<file path="config.mk">
export PLATFORM = sky130hd
export DESIGN_NAME = keypad_scanner
export DESIGN_NICKNAME = d
export VERILOG_FILES = /design/src/rtl/keypad_pkg.sv /design/src/rtl/keypad_tick_gen.sv /design/src/rtl/keypad_scanner.sv
export SDC_FILE = /design/constraint.sdc
export NUM_CORES = 1
export LEC_CHECK = 0
export CAP_MARGIN = 15
export CORE_ASPECT_RATIO = 0.6
export CORE_MARGIN = 8
export CORE_UTILIZATION = 45
export CTS_CLUSTER_DIAMETER = 200
export DETAILED_ROUTE_END_ITERATION = 10
export GPL_ROUTABILITY_DRIVEN = 0
export GPL_TIMING_DRIVEN = 0
export PLACE_DENSITY = 0.78
export SLEW_MARGIN = 20
export SYNTH_ARGS = -nofsm -noshare
export SYNTH_HDL_FRONTEND = slang
export SYNTH_HIERARCHICAL = 1
export SYNTH_SLANG_ARGS = --single-unit
</file>
<file path="constraint.sdc">
create_clock -name clk -period 2.6 [get_ports clk]
set_clock_uncertainty 0.1 [all_clocks]
set_input_delay 0.52 -clock clk [delete_from_list [all_inputs] [get_ports clk]]
set_output_delay 0.52 -clock clk [all_outputs]
set_load 0.005 [all_outputs]
</file>
<file path="src/rtl/keypad_pkg.sv">
// Shared types for the keypad scanner: FSM states, column count and per-frame key classification.
package keypad_pkg;

    localparam int NUM_COLS = 4;

    typedef enum logic [1:0] {
        ST_IDLE,
        ST_PRESS_DB,
        ST_HELD,
        ST_RELEASE_DB
    } kp_state_t;

    typedef enum logic [1:0] {
        KEY_NONE  = 2'd0,
        KEY_ONE   = 2'd1,
        KEY_MULTI = 2'd2
    } key_class_t;

    // Two partial results combine to MULTI as soon as both saw a key.
    function automatic key_class_t merge_class(input key_class_t a, input key_class_t b);
        if (a == KEY_NONE)
            return b;
        if (b == KEY_NONE)
            return a;
        return KEY_MULTI;
    endfunction

endpackage

</file>
<file path="src/rtl/keypad_tick_gen.sv">
// Column-slot timebase: one-cycle pulse on the last cycle of every SCAN_DIV-cycle slot.
module keypad_tick_gen #(
    parameter int SCAN_DIV = 100000
) (
    input  logic clk,
    input  logic reset,
    output logic tick
);

    localparam int CW = (SCAN_DIV > 1) ? $clog2(SCAN_DIV) : 1;
    localparam logic [CW-1:0] LAST = CW'(SCAN_DIV - 1);

    logic [CW-1:0] cnt;

    assign tick = (cnt == LAST);

    always_ff @(posedge clk) begin
        if (!reset)
            cnt <= '0;
        else if (tick)
            cnt <= '0;
        else
            cnt <= cnt + CW'(1);
    end

endmodule

</file>
<file path="src/rtl/keypad_scanner.sv">
// 4x4 matrix keypad scanner with frame-based debounce and a valid/ack key handshake.
// Define KEYPAD_REPEAT_EN to enable auto-repeat while a key stays held.
module keypad_scanner
    import keypad_pkg::*;
#(
    parameter int SCAN_DIV     = 100000,
    parameter int DEBOUNCE_CNT = 20,
    parameter int REPEAT_CNT   = 500
) (
    input  logic                clk,
    input  logic                reset,
    output logic [NUM_COLS-1:0] col_sel,
    input  logic [3:0]          row_in,
    output logic [3:0]          key_code,
    output logic                key_valid,
    input  logic                key_ack,
    output logic                key_held,
    output logic                overrun
);

    localparam int DB_W = (DEBOUNCE_CNT > 1) ? $clog2(DEBOUNCE_CNT + 1) : 1;
    localparam logic [DB_W-1:0] DB_LAST = DB_W'(DEBOUNCE_CNT - 1);
    localparam logic [DB_W-1:0] DB_ONE  = DB_W'(1);

    logic       tick;
    logic [3:0] row_meta, row_sync;
    logic [1:0] col;
    key_class_t acc_class, col_class, frame_class;
    logic [3:0] acc_code, frame_code;
    logic [1:0] col_row;
    logic       frame_done, frame_match, accept;

    kp_state_t       state;
    logic [3:0]      cand;
    logic [DB_W-1:0] db_cnt;

    keypad_tick_gen #(.SCAN_DIV(SCAN_DIV)) u_tick (
        .clk   (clk),
        .reset (reset),
        .tick  (tick)
    );

    // Classify the current column's rows and fold them into the running frame result.
    always_comb begin
        col_class = KEY_NONE;
        col_row   = 2'd0;
        for (int r = 0; r < 4; r++) begin
            if (!row_sync[r]) begin
                col_class = (col_class == KEY_NONE) ? KEY_ONE : KEY_MULTI;
                col_row   = 2'(r);
            end
        end
        frame_class = merge_class(acc_class, col_class);
        frame_code  = (col_class == KEY_ONE) ? {col_row, col} : acc_code;
    end

    assign frame_done  = tick && (col == 2'(NUM_COLS - 1));
    assign frame_match = frame_done && (frame_class == KEY_ONE) && (frame_code == cand);

    always_ff @(posedge clk) begin
        if (!reset) begin
            row_meta  <= 4'b1111;
            row_sync  <= 4'b1111;
            col       <= 2'd0;
            col_sel   <= 4'b1110;
            acc_class <= KEY_NONE;
            acc_code  <= 4'd0;
        end else begin
            row_meta <= row_in;
            row_sync <= row_meta;
            if (tick) begin
                col     <= col + 2'd1;
                col_sel <= {col_sel[NUM_COLS-2:0], col_sel[NUM_COLS-1]};
                if (frame_done) begin
                    acc_class <= KEY_NONE;
                    acc_code  <= 4'd0;
                end else begin
                    acc_class <= frame_class;
                    acc_code  <= frame_code;
                end
            end
        end
    end

`ifdef KEYPAD_REPEAT_EN
    localparam int RP_W = (REPEAT_CNT > 1) ? $clog2(REPEAT_CNT + 1) : 1;
    localparam int REP_NEXT_CNT = (REPEAT_CNT / 4 > 0) ? REPEAT_CNT / 4 : 1;
    localparam logic [RP_W-1:0] RP_ONE = RP_W'(1);

    logic [RP_W-1:0] rep_cnt;
    logic            rep_first;
    logic            rep_due;

    // First repeat waits the long interval, later ones use the quarter interval.
    assign rep_due = rep_cnt >= (rep_first ? RP_W'(REPEAT_CNT - 1) : RP_W'(REP_NEXT_CNT - 1));
`else
    logic unused_repeat_cnt;
    assign unused_repeat_cnt = ^REPEAT_CNT;
`endif

    always_comb begin
        accept = 1'b0;
        if (frame_done) begin
            case (state)
                ST_IDLE:     accept = (frame_class == KEY_ONE) && (DEBOUNCE_CNT <= 1);
                ST_PRESS_DB: accept = frame_match && (db_cnt >= DB_LAST);
`ifdef KEYPAD_REPEAT_EN
                ST_HELD:     accept = frame_match && rep_due;
`endif
                default:     accept = 1'b0;
            endcase
        end
    end

    // An accept always wins over a same-cycle ack; an accept onto an unread key only flags overrun.
    always_ff @(posedge clk) begin
        if (!reset) begin
            state     <= ST_IDLE;
            cand      <= 4'd0;
            db_cnt    <= '0;
            key_code  <= 4'd0;
            key_valid <= 1'b0;
            key_held  <= 1'b0;
            overrun   <= 1'b0;
`ifdef KEYPAD_REPEAT_EN
            rep_cnt   <= '0;
            rep_first <= 1'b1;
`endif
        end else begin
            if (accept) begin
                if (!key_valid || key_ack) begin
                    key_code  <= frame_code;
                    key_valid <= 1'b1;
                    overrun   <= 1'b0;
                end else begin
                    overrun <= 1'b1;
                end
            end else if (key_valid && key_ack) begin
                key_valid <= 1'b0;
                overrun   <= 1'b0;
            end

            if (frame_done) begin
                case (state)
                    ST_IDLE: begin
`ifdef KEYPAD_REPEAT_EN
                        rep_cnt   <= '0;
                        rep_first <= 1'b1;
`endif
                        if (frame_class == KEY_ONE) begin
                            cand   <= frame_code;
                            db_cnt <= DB_ONE;
                            if (DEBOUNCE_CNT <= 1) begin
                                state    <= ST_HELD;
                                key_held <= 1'b1;
                            end else begin
                                state <= ST_PRESS_DB;
                            end
                        end
                    end
                    ST_PRESS_DB: begin
                        if (!frame_match) begin
                            state <= ST_IDLE;
                        end else if (db_cnt >= DB_LAST) begin
                            state    <= ST_HELD;
                            key_held <= 1'b1;
                        end else begin
                            db_cnt <= db_cnt + DB_ONE;
                        end
                    end
                    ST_HELD: begin
                        if (!frame_match) begin
                            if (DEBOUNCE_CNT <= 1) begin
                                state    <= ST_IDLE;
                                key_held <= 1'b0;
                            end else begin
                                state  <= ST_RELEASE_DB;
                                db_cnt <= DB_ONE;
                            end
                        end
`ifdef KEYPAD_REPEAT_EN
                        else if (rep_due) begin
                            rep_cnt   <= '0;
                            rep_first <= 1'b0;
                        end else begin
                            rep_cnt <= rep_cnt + RP_ONE;
                        end
`endif
                    end
                    ST_RELEASE_DB: begin
                        if (frame_match) begin
                            state <= ST_HELD;
                        end else if (db_cnt >= DB_LAST) begin
                            state    <= ST_IDLE;
                            key_held <= 1'b0;
                        end else begin
                            db_cnt <= db_cnt + DB_ONE;
                        end
                    end
                    default: state <= ST_IDLE;
                endcase
            end
        end
    end

endmodule

</file>
* After elaboration in Yosys (flattened, before gate mapping)
Cells that the tools add are included.
** Cells by class
- $lt $le $gt $ge :: 1
- Multiply operators :: 0
- Add/subtract/negate cells :: 3
- Shift operators :: 0
- Reductions and logical operators :: 22
- Multiplexer cells :: 45
- Div/mod/pow operators :: 0
- Equality and inequality tests :: 17
- Bitwise operators :: 1
** Operators with widths (number)
- $mux 2 :: 19
- $mux 5 :: 5
- $pmux 5 s4 :: 1
- $add 17x1->17 const B :: 1
- $eq 17x17->1 const B :: 1
- $mux 1 :: 16
- $logic_not 2->1 :: 6
- $ne 2x2->1 const B :: 6
- $reduce_and 5->1 :: 2
- $mux 4 :: 2
- $pmux 2 s4 :: 1
- $eq 2x1->1 const B :: 3
- $eq 2x2->1 const B :: 3
- $ne 3x3->1 const B :: 2
- $reduce_and 6->1 :: 1
- $add 5x1->5 const B :: 1
- $ge 5x5->1 const B :: 1
- $logic_and 1x1->1 :: 5
- $eq 4x4->1 :: 1
- $reduce_and 2->1 :: 2
- $reduce_bool 2->1 :: 2
- $reduce_and 3->1 :: 1
- $add 2x1->2 const B :: 1
- $ne 2x1->1 const B :: 1
- other kinds (5) :: 5
** Word-level totals
- Logic and storage cells :: 103
- Memories :: 0
- ROM bits :: 0
- Latch bits :: 0
- Bits of input ports :: 7
- Register bits after elaboration :: 55
- RAM bits :: 0

* Logic depth before layout (Yosys ltp)
Gate-level depths: netlist (run 1).
- Depth after elaboration :: 23
- Mapped depth :: 10
- Mapped depth without buffers :: 9

* Hierarchy
The synthesis (run 1) kept the hierarchy.
** Modules (own cells, without submodules)
- keypad_scanner :: sequential area each 760.7 um^2, instances 1, area each 2099.5 um^2, cells an instance 229
- keypad_tick_gen :: sequential area each 340.3 um^2, instances 1, area each 783.3 um^2, cells an instance 87

* Least setup slack after synthesis (run 1)
No wires, ideal clock.
- Path kind :: flip-flop to flip-flop
- Start point :: register u_tick.cnt[8]
- End point :: register key_code[1]
- Clock period less this slack :: 2697 ps
- Setup slack :: -97 ps
- Data arrival time :: 2524 ps
- Required time :: 2428 ps
- Cell stages (with the launch flop) :: 9
- Path through :: dfxtp_1 > or4_4 > nor4_2 > nand2_1 > a2111oi_4 > and3b_4 > nand3_4 > or4_1 > a21oi_1
** Between the ends
- Cells in the longest elaborated chain, start to end :: 8
** Ends and longest elaborated chain
- from (decl) :: RTL line keypad_tick_gen.sv:13 : logic [CW-1:0] cnt;
- from (signal assigned) :: RTL line keypad_tick_gen.sv:23 : cnt <= cnt + CW'(1);
- $eq 17x17->1 * :: RTL line keypad_tick_gen.sv:15 : assign tick = (cnt == LAST);
- via tick :: RTL line keypad_scanner.sv:25 : logic tick;
- $logic_and 1x1->1 * :: RTL line keypad_scanner.sv:57 : assign frame_done = tick && (col == 2'(NUM_COLS - 1));
- $logic_and 1x1->1 (2 in a row) :: RTL line keypad_scanner.sv:58 : assign frame_match = frame_done && (frame_class == KEY_ONE) && (frame_code == cand);
- $logic_and 1x1->1 :: RTL line keypad_scanner.sv:106 : ST_PRESS_DB: accept = frame_match && (db_cnt >= DB_LAST);
- $mux 1 :: RTL line keypad_scanner.sv:104 : case (state)
- $mux 1 * :: RTL line keypad_scanner.sv:103 : if (frame_done) begin
- $reduce_and 2->1 (no line) *
- to (signal assigned) :: RTL line keypad_scanner.sv:132 : key_code <= frame_code;
- to (decl) :: RTL line keypad_scanner.sv:14 : output logic [3:0] key_code,
The timed path passes the listed nets; every way through them passes the cells marked *.
A chain may end at the register's enable or synchronous reset.

* Worst setup path in the final report (run 1)
- Start point :: register u_tick.cnt[5]
- End point :: register state[0]
** Between the ends
- Cells in the longest elaborated chain, start to end :: 6
- Elaborated cells between the ends (all ways) :: 11
- Classes of those cells :: 4 x eq/ne; 3 x mux; 4 x reduce/logical
** Ends and longest elaborated chain
- $eq 17x17->1 * :: RTL line keypad_tick_gen.sv:15
- via tick :: RTL line keypad_scanner.sv:25
- $logic_and 1x1->1 * :: RTL line keypad_scanner.sv:57
- $logic_and 1x1->1 (2 in a row) :: RTL line keypad_scanner.sv:58
- $ne 3x3->1 (no line), or another cell as far along
- $reduce_and 5->1 (no line) or $pmux 2 s4 (tied branches)
- to (signal assigned) :: RTL line keypad_scanner.sv:118 : state <= ST_IDLE;
- to (signal assigned) :: RTL line keypad_scanner.sv:154 : state <= ST_HELD;
- to (signal assigned) :: RTL line keypad_scanner.sv:157 : state <= ST_PRESS_DB;
- to (decl) :: RTL line keypad_scanner.sv:33 : kp_state_t state;
Marked as above.

==> flow_summary_export.csv, run 1 <==
group,metric,value,unit
outcome,outcome,"finished with violations",
outcome,violations,"negative setup slack",
setup_path,endpoint,"state[0]",
finish,stdcell_count,447,
global_route,grt_start_max_net_pins,16,
setup_path,startpoint_type,"flip-flop",
setup_path,worstPathArrival,3.12,ns
setup_path,reg2reg_to,"state[0]",
power_and_ir_drop,ir_worst_vdd,0.242,mV
setup_path,rr_worst_depth,10,
drt,wl_per_cell,15.9,µm
global_route,grt_pass1_wl,11.8,mm
min_path,min-delay-start,"row_meta[0]",
synthesis,yosysWarnings,6,
synthesis,ys_types,71,
sta,fin_crit_sh,115,%
setup_path,rrSetupSlack,-0.39,ns
global_route,grt-busiest-layer,"met2",
synthesis,synth-compound-area-share,16.0,%
placed_design,place_hpwl,4.87,mm
setup_path,worstPathRequired,2.73,ns
sta,max_slew_margin,52.5,%
synthesis,synthSimpleGateAreaFrac,28.3,%
global_route,overflow,0,
sta,fmax,0.334,GHz
sta,hold_viol,0,
setup_path,crit_fanout,6,
setup_path,worst_path_most_repeated_cell,"buf_4",
drt,vias,2531,
drt,drt_first_pass_iters,4,
clocking,tritoncts,"yes",
synthesis,synthMuxAreaShare,3.56,%
drt,remaining_drc_errors,0,
clocking,cts_root_buf,"clkbuf_8",
flow_run,cap_violations,0,
finish,fin_util,57.9,%
power_and_ir_drop,seqPwrFrac,58.4,%
finish,fill_cells,563,
synthesis,synthXorXnorAreaFrac,6.03,%
sta,slew_viol_final,0,
placed_design,dpl.cell_count,417,
floorplan,coreArea,6170,µm²
global_route,grt_use_met1,21.3,%
power_and_ir_drop,cellLeakagePower,1.20,nW
power_and_ir_drop,p_int,1.11,mW
global_route,grt_usage,15.6,%
power_and_ir_drop,finalPower,1.47,mW
power_and_ir_drop,p_sw_share,24.7,%
floorplan,die_h,78.0,µm
synthesis,ys_ff_latch,55,
drt,via_per_inst,5.66,
clocking,htree_levels,2,
power_and_ir_drop,power_density,412,nW/µm²
floorplan,rows,22,
sta,final.min_clock_period,2.99,ns
power_and_ir_drop,power.switching,0.364,mW
sta,setup_slack,-0.393,ns
sta,hold-worst-slack,0.316,ns
synthesis,synth_ff_type,"dfxtp_1",
global_route,grt_util_met3,4.26,%
drt,finalWirelength,7.13,mm
clocking,clockBufferDepth,2,
setup_path,slowest_delay,0.54,ns
sta,grt_setup_unrepaired,"true",
clocking,path_clk_slew,0.09,ns
min_path,hp-class,"reg2reg",
clocking,cts_buffers,5,
setup_path,crit_slowest_cell,"or4_4",
setup_path,reg2reg_from,"u_tick/cnt[5]",
synthesis,yosysSeqAreaShare,38.2,%
clocking,cts_num_sinks,55,
global_route,grt_use_met2,22.9,%
floorplan,dieArea,9310,µm²
sta,tightest_slew,0.710,ns
global_route,grt_pass1_vias,2387,
finish,final_nets,375,
synthesis,postSynthCellCount,316,
floorplan,io_pins,18,
power_and_ir_drop,clockPowerShare,31.9,%
drt,antenna_left,0,
finish,diodes,0,
synthesis,synth_area,2880,µm²
global_route,antenna_found_initial,0,
setup_path,cp_cell_sequence,"or4_4 > nor4_4 > nand2_2 > a2111oi_4 > buf_4 > and3b_4 > nand4_1 > o2111a_2 > buf_4 > o21a_1",
setup_path,crit_type,"reg2reg",
setup_path,end_kind,"flip-flop",
synthesis,synth-edff-count,0,
clocking,cts_hold_buffers,0,
drt,drtIter0Drc,166,
finish,drive_gt1_share,20.9,%
floorplan,start_util,46.8,%
placed_design,io_buffers,17,
floorplan,die_x,119,µm
setup_path,crit_start,"u_tick/cnt[5]",
power_and_ir_drop,combPwrFrac,9.7,%
synthesis,async_flop_share,0,%
synthesis,syn_avg_cell_area,9.12,µm²
clocking,clk_latency,0.32,ns
placed_design,place_ws,-0.514,ns
sta,finalSetupViolCount,17,
synthesis,synth_fa_ha_area_share,2.60,%
synthesis,synth_nets,329,
finish,syn_to_final_growth,23.9,%
synthesis,synth_top_family_by_area,"simple AND/OR/NAND/NOR gates",
-- registers in the layout, summed over array words and instances, names as in the netlist, 2 cells and up, named ones only --
register and count:
acc_class 2, u_tick/cnt 17, cand 4, col_sel 4, row_meta 4, db_cnt 5
col 2, row_sync 4, key_code 4, acc_code 4
-- per-layer routing --
layer / share of wire [%] / wire, µm
met1: 50 / 3560
met2: 43 / 3050
met4: 1.4 / 98
met3: 5.9 / 417
met5: 0 / 0
-- worst min path at each step --
stage                        to  depth (start not counted)
finish              row_sync[0]                          1
global placement    row_sync[0]                          1
global route        row_sync[3]                          1
detailed placement  row_sync[0]                          1
CTS                 row_sync[0]                          1
floorplan           row_sync[0]                          1
-- final cells by class --
cell class	count	area, µm²	area share (%)
buffer	12	95.1	2.66
clock buffer	7	76.3	2.14
clock inverter	1	5.00	0.140
inverter	16	60.1	1.68
multi-input combinational	232	1770	49.5
sequential	55	1110	31.1
tap	84	105	2.94
timing repair buffer	40	354	9.91
-- power by group through the flow --
stage	registers (mW)	logic, mW	clock network (mW)
floorplan	0.877	0.0899	0
global placement	0.879	0.117	0
detailed placement	0.879	0.121	0
CTS	0.860	0.141	0.487
global route	0.860	0.157	0.522
finish	0.859	0.143	0.468
-- through the flow --
step	TNS [ns]	instance area [µm²]
2_1_floorplan	-0.00258	2910
3_5_place_dp	-6.46	3180
4_1_cts	-1.99	3480
3_3_place_gp	-5.44	3180
6_report	-4.43	3570
5_1_grt	-6.11	3570
-- worst max-delay path: cells and delay by family, from the launching register on --
| family | cells | cell delay (ns) |
|---|---|---|
| simple gates | 5 | 1.37 |
| compound gates | 3 | 0.74 |
| buf+inv | 2 | 0.32 |
| flops | 1 | 0.36 |
-- logic make-up after synthesis --
family / after synthesis
compound gates: 58
xor+xnor: 19
fa+ha+maj: 6
buf+inv: 29
flops: 55
mux: 9
simple gates: 140
-- cells in the final DEF, fill, tap and decap left out, drive strengths merged, types with 13 or more instances in the layout --
master and instances:
xnor2 15, dfxtp 55, clkdlybuf4s50 17, inv 15
nor2 37, a21oi 13, buf 29, nand3 14
clkbuf 13, nand2 16
-- cell usage after synthesis, types with 5 or more instances --
library cell | number | area, µm²
xnor2_1 | 15 | 131
nor2_1 | 37 | 139
a21oi_1 | 13 | 65.1
nand3_1 | 13 | 65.1
nor4_1 | 8 | 50.1
nand2_1 | 16 | 60.1
nand4_1 | 10 | 62.6
mux2i_1 | 8 | 80.1
and2_1 | 5 | 31.3
o31ai_1 | 8 | 60.1
ha_1 | 6 | 75.1
nor2b_1 | 5 | 31.3
inv_1 | 15 | 56.3
nand2b_1 | 12 | 75.1
nor3_1 | 7 | 35.0
dfxtp_1 | 55 | 1100
clkbuf_1 | 7 | 26.3
-- timing repair --
action / CTS / global route
gates resized for setup: 20 / 15
pin swaps: 20 / 11
setup buffers: 17 / 7
hold endpoints to repair: 0 / 0
setup endpoints to repair: 21 / 23
(Power assumes the default switching activity.)
==> inputs of run 2 (changes only) <==
--- a/config.mk
+++ b/config.mk
@@ -13,7 +13,7 @@
 export DETAILED_ROUTE_END_ITERATION = 10
 export GPL_ROUTABILITY_DRIVEN = 0
 export GPL_TIMING_DRIVEN = 0
-export PLACE_DENSITY = 0.78
+export PLACE_DENSITY = 0.75
 export SLEW_MARGIN = 20
 export SYNTH_ARGS = -nofsm -noshare
 export SYNTH_HDL_FRONTEND = slang
==> constraint.sdc (replaced) <==
create_clock -name clk -period 3.4 [get_ports clk]
set_clock_uncertainty 0.1 [all_clocks]
set_input_delay 0.68 -clock clk [delete_from_list [all_inputs] [get_ports clk]]
set_output_delay 0.68 -clock clk [all_outputs]
set_load 0.005 [all_outputs]
==> run 2 against run 1 <==
Net effect:
- the run now ends clean
- hold slack is essentially flat
- total power is 22% lower
- clock-buffer cell count rose by 1
- register-to-register slack gained 0.57 ns
- global-route usage shrank 1.4 points
- cell count is 4.9% lower
- cell area shrank 8.3%
- die area did not move
- sequential cell count unchanged
- utilization fell by 4.8 points
- via count down 3.8%
- combinational power decreased by 35%
- critical endpoint is now db_cnt[0]
- highest routed layer unchanged
==> flow_summary_export.csv, run 2 (same netlist as run 1, synthesis figures left out) <==
group,metric,value,unit
finish,final_nets,353,
power_and_ir_drop,ir_worst_vdd,0.185,mV
power_and_ir_drop,combPwrFrac,8.1,%
drt,drtIter0Drc,234,
setup_path,cpLargestDelayFamily,"simple AND/OR/NAND/NOR gates",
finish,syn_to_final_growth,13.6,%
global_route,overflow,0,
sta,max_slew_margin,43.8,%
clocking,htree_levels,2,
drt,wl_met2,2.58,mm
drt,met3WireLength,543,µm
setup_path,startpoint_type,"flip-flop",
drt,remaining_drc_errors,0,
power_and_ir_drop,clockPowerShare,34.3,%
setup_path,worstPathArrival,3.33,ns
floorplan,io_pins,18,
setup_path,reg2reg_to,"db_cnt[0]",
sta,fmax,0.310,GHz
drt,wl_met1,3.27,mm
drt,finalWirelength,6.48,mm
finish,drive_gt1_share,8.50,%
sta,fin_crit_sh,94.8,%
clocking,clockBufferDepth,2,
finish,fin_util,53.1,%
min_path,hold_end,"row_sync[1]",
global_route,antenna_found_initial,0,
setup_path,crit_fanout,6,
global_route,grt_start_max_net_pins,16,
setup_path,rrSetupSlack,0.18,ns
placed_design,place_ws,0.204,ns
floorplan,start_util,46.8,%
sta,tightest_slew,0.842,ns
power_and_ir_drop,p_int,0.876,mW
drt,antenna_left,0,
clocking,cts_root_buf,"clkbuf_8",
global_route,grt_usage,14.2,%
sta,slew_viol_final,0,
min_path,min-delay-start,"row_meta[1]",
floorplan,coreArea,6170,µm²
clocking,post-cts-setup-buffer-count,0,
sta,setup-tns-final,0,ns
min_path,hp-class,"reg2reg",
placed_design,dpl.cell_count,417,
global_route,grt_pass1_vias,2201,
power_and_ir_drop,seqPwrFrac,57.5,%
sta,finalSetupViolCount,0,
finish,diodes,0,
power_and_ir_drop,power.switching,0.265,mW
clocking,path_clk_slew,0.09,ns
drt,vias,2435,
finish,layout_commonest_cell,"dfxtp_1",
finish,top_register,"u_tick/cnt",
min_path,hold_path_depth,1,
finish,stdcell_count,425,
sta,setup_slack,0.177,ns
setup_path,slowest_delay,0.59,ns
floorplan,die_x,119,µm
setup_path,crit_type,"reg2reg",
floorplan,dieArea,9310,µm²
clocking,clk_latency,0.31,ns
clocking,cts_num_sinks,55,
setup_path,reg2reg_from,"u_tick/cnt[0]",
setup_path,cp_cell_sequence,"ha_1 > nand4_1 > nor4_4 > nand2_1 > a2111oi_4 > nand3b_1 > nor4_1 > o211ai_1 > o211a_1",
setup_path,rr_worst_depth,9,
drt,wl_per_cell,15.2,µm
power_and_ir_drop,p_sw_share,23.2,%
flow_run,cap_violations,0,
drt,routed.top_layer,"met4",
finish,final_cell_mix,"dfxtp_1, nor2_1, clkdlybuf4s50_1, nand2_1",
floorplan,die_h,78.0,µm
sta,final.min_clock_period,3.22,ns
finish,largest_reg_flops,17,
clocking,cts_buffers,5,
power_and_ir_drop,power_density,349,nW/µm²
global_route,grt_pass1_wl,11.0,mm
placed_design,place_hpwl,4.86,mm
setup_path,worstPathRequired,3.51,ns
clocking,cts_hold_buffers,0,
power_and_ir_drop,cellLeakagePower,1.09,nW
drt,drt_first_pass_iters,6,
placed_design,io_buffers,17,
setup_path,crit_slowest_cell,"nor4_1",
floorplan,rows,22,
setup_path,cp_num_buf_inv,0,
outcome,outcome,"finished clean",
clocking,tritoncts,"yes",
setup_path,end_kind,"flip-flop",
drt,via_per_inst,5.73,
sta,hold_viol,0,
sta,hold-worst-slack,0.316,ns
finish,largestRegisters,"u_tick/cnt (17), db_cnt (5)",
## run 2: changes by cell type in the layout (fill, tap and decap cells not counted), moves of 3 or more
| cell | previous run | this run |
|---|---|---|
| buf_6 | 7 | 3 |
| buf_4 | 21 | 1 |
| o31ai_1 | 5 | 8 |
| a21oi_2 | 5 | 0 |
| a21oi_1 | 8 | 13 |
| dfxtp_1 | 50 | 55 |
| dfxtp_2 | 4 | 0 |
## run 2: power groups by stage
stage                     logic [mW]  registers (mW)  clock network (mW)
after floorplan               0.0668           0.671                   0
after global placement        0.0875           0.672                   0
after detailed placement      0.0900           0.672                   0
after CTS                     0.0906           0.657               0.401
after global routing           0.101           0.658               0.430
final                         0.0929           0.657               0.392
## run 2: worst max path at each step
stage	startpoint	end	slack [ns]	cells past startpoint
global route	u_tick/cnt[0]	overrun	-0.02	9
floorplan	u_tick/cnt[8]	key_code[1]	0.70	8
CTS	u_tick/cnt[0]	db_cnt[4]	0.17	9
global placement	u_tick/cnt[0]	db_cnt[4]	0.21	9
finish	u_tick/cnt[0]	db_cnt[0]	0.18	9
detailed placement	u_tick/cnt[0]	db_cnt[4]	0.20	9
## run 2: cell type report
| type | count | area (µm²) |
|---|---|---|
| well taps | 84 | 105 |
| multi-input cells | 232 | 1650 |
| fillers | 556 | 2890 |
| clock buffers | 8 | 100 |
| plain buffers | 13 | 92.6 |
| repair buffers | 17 | 170 |
| inverters | 16 | 60.1 |
| flip-flops and latches | 55 | 1100 |
## run 2: metal layers
layer | GRT usage [%] | vias up
met1 | 20.8 | 1122
met4 | 3.59 | 0
met5 | 0 | -
met3 | 4.12 | 15
met2 | 19.6 | 100
li1 | - | 1198
## run 2: what timing repair did
action                                  in CTS  in global routing
hold endpoints to repair                     0                  0
gates resized for setup                      0                  2
endpoints found under the setup margin       0                  7
## run 2: through the flow
stage	cell area [µm²]	power [mW]
floorplan	2880	0.737
global placement	3160	0.759
detailed placement	3160	0.762
CTS	3260	1.15
global route	3270	1.19
finish	3270	1.14
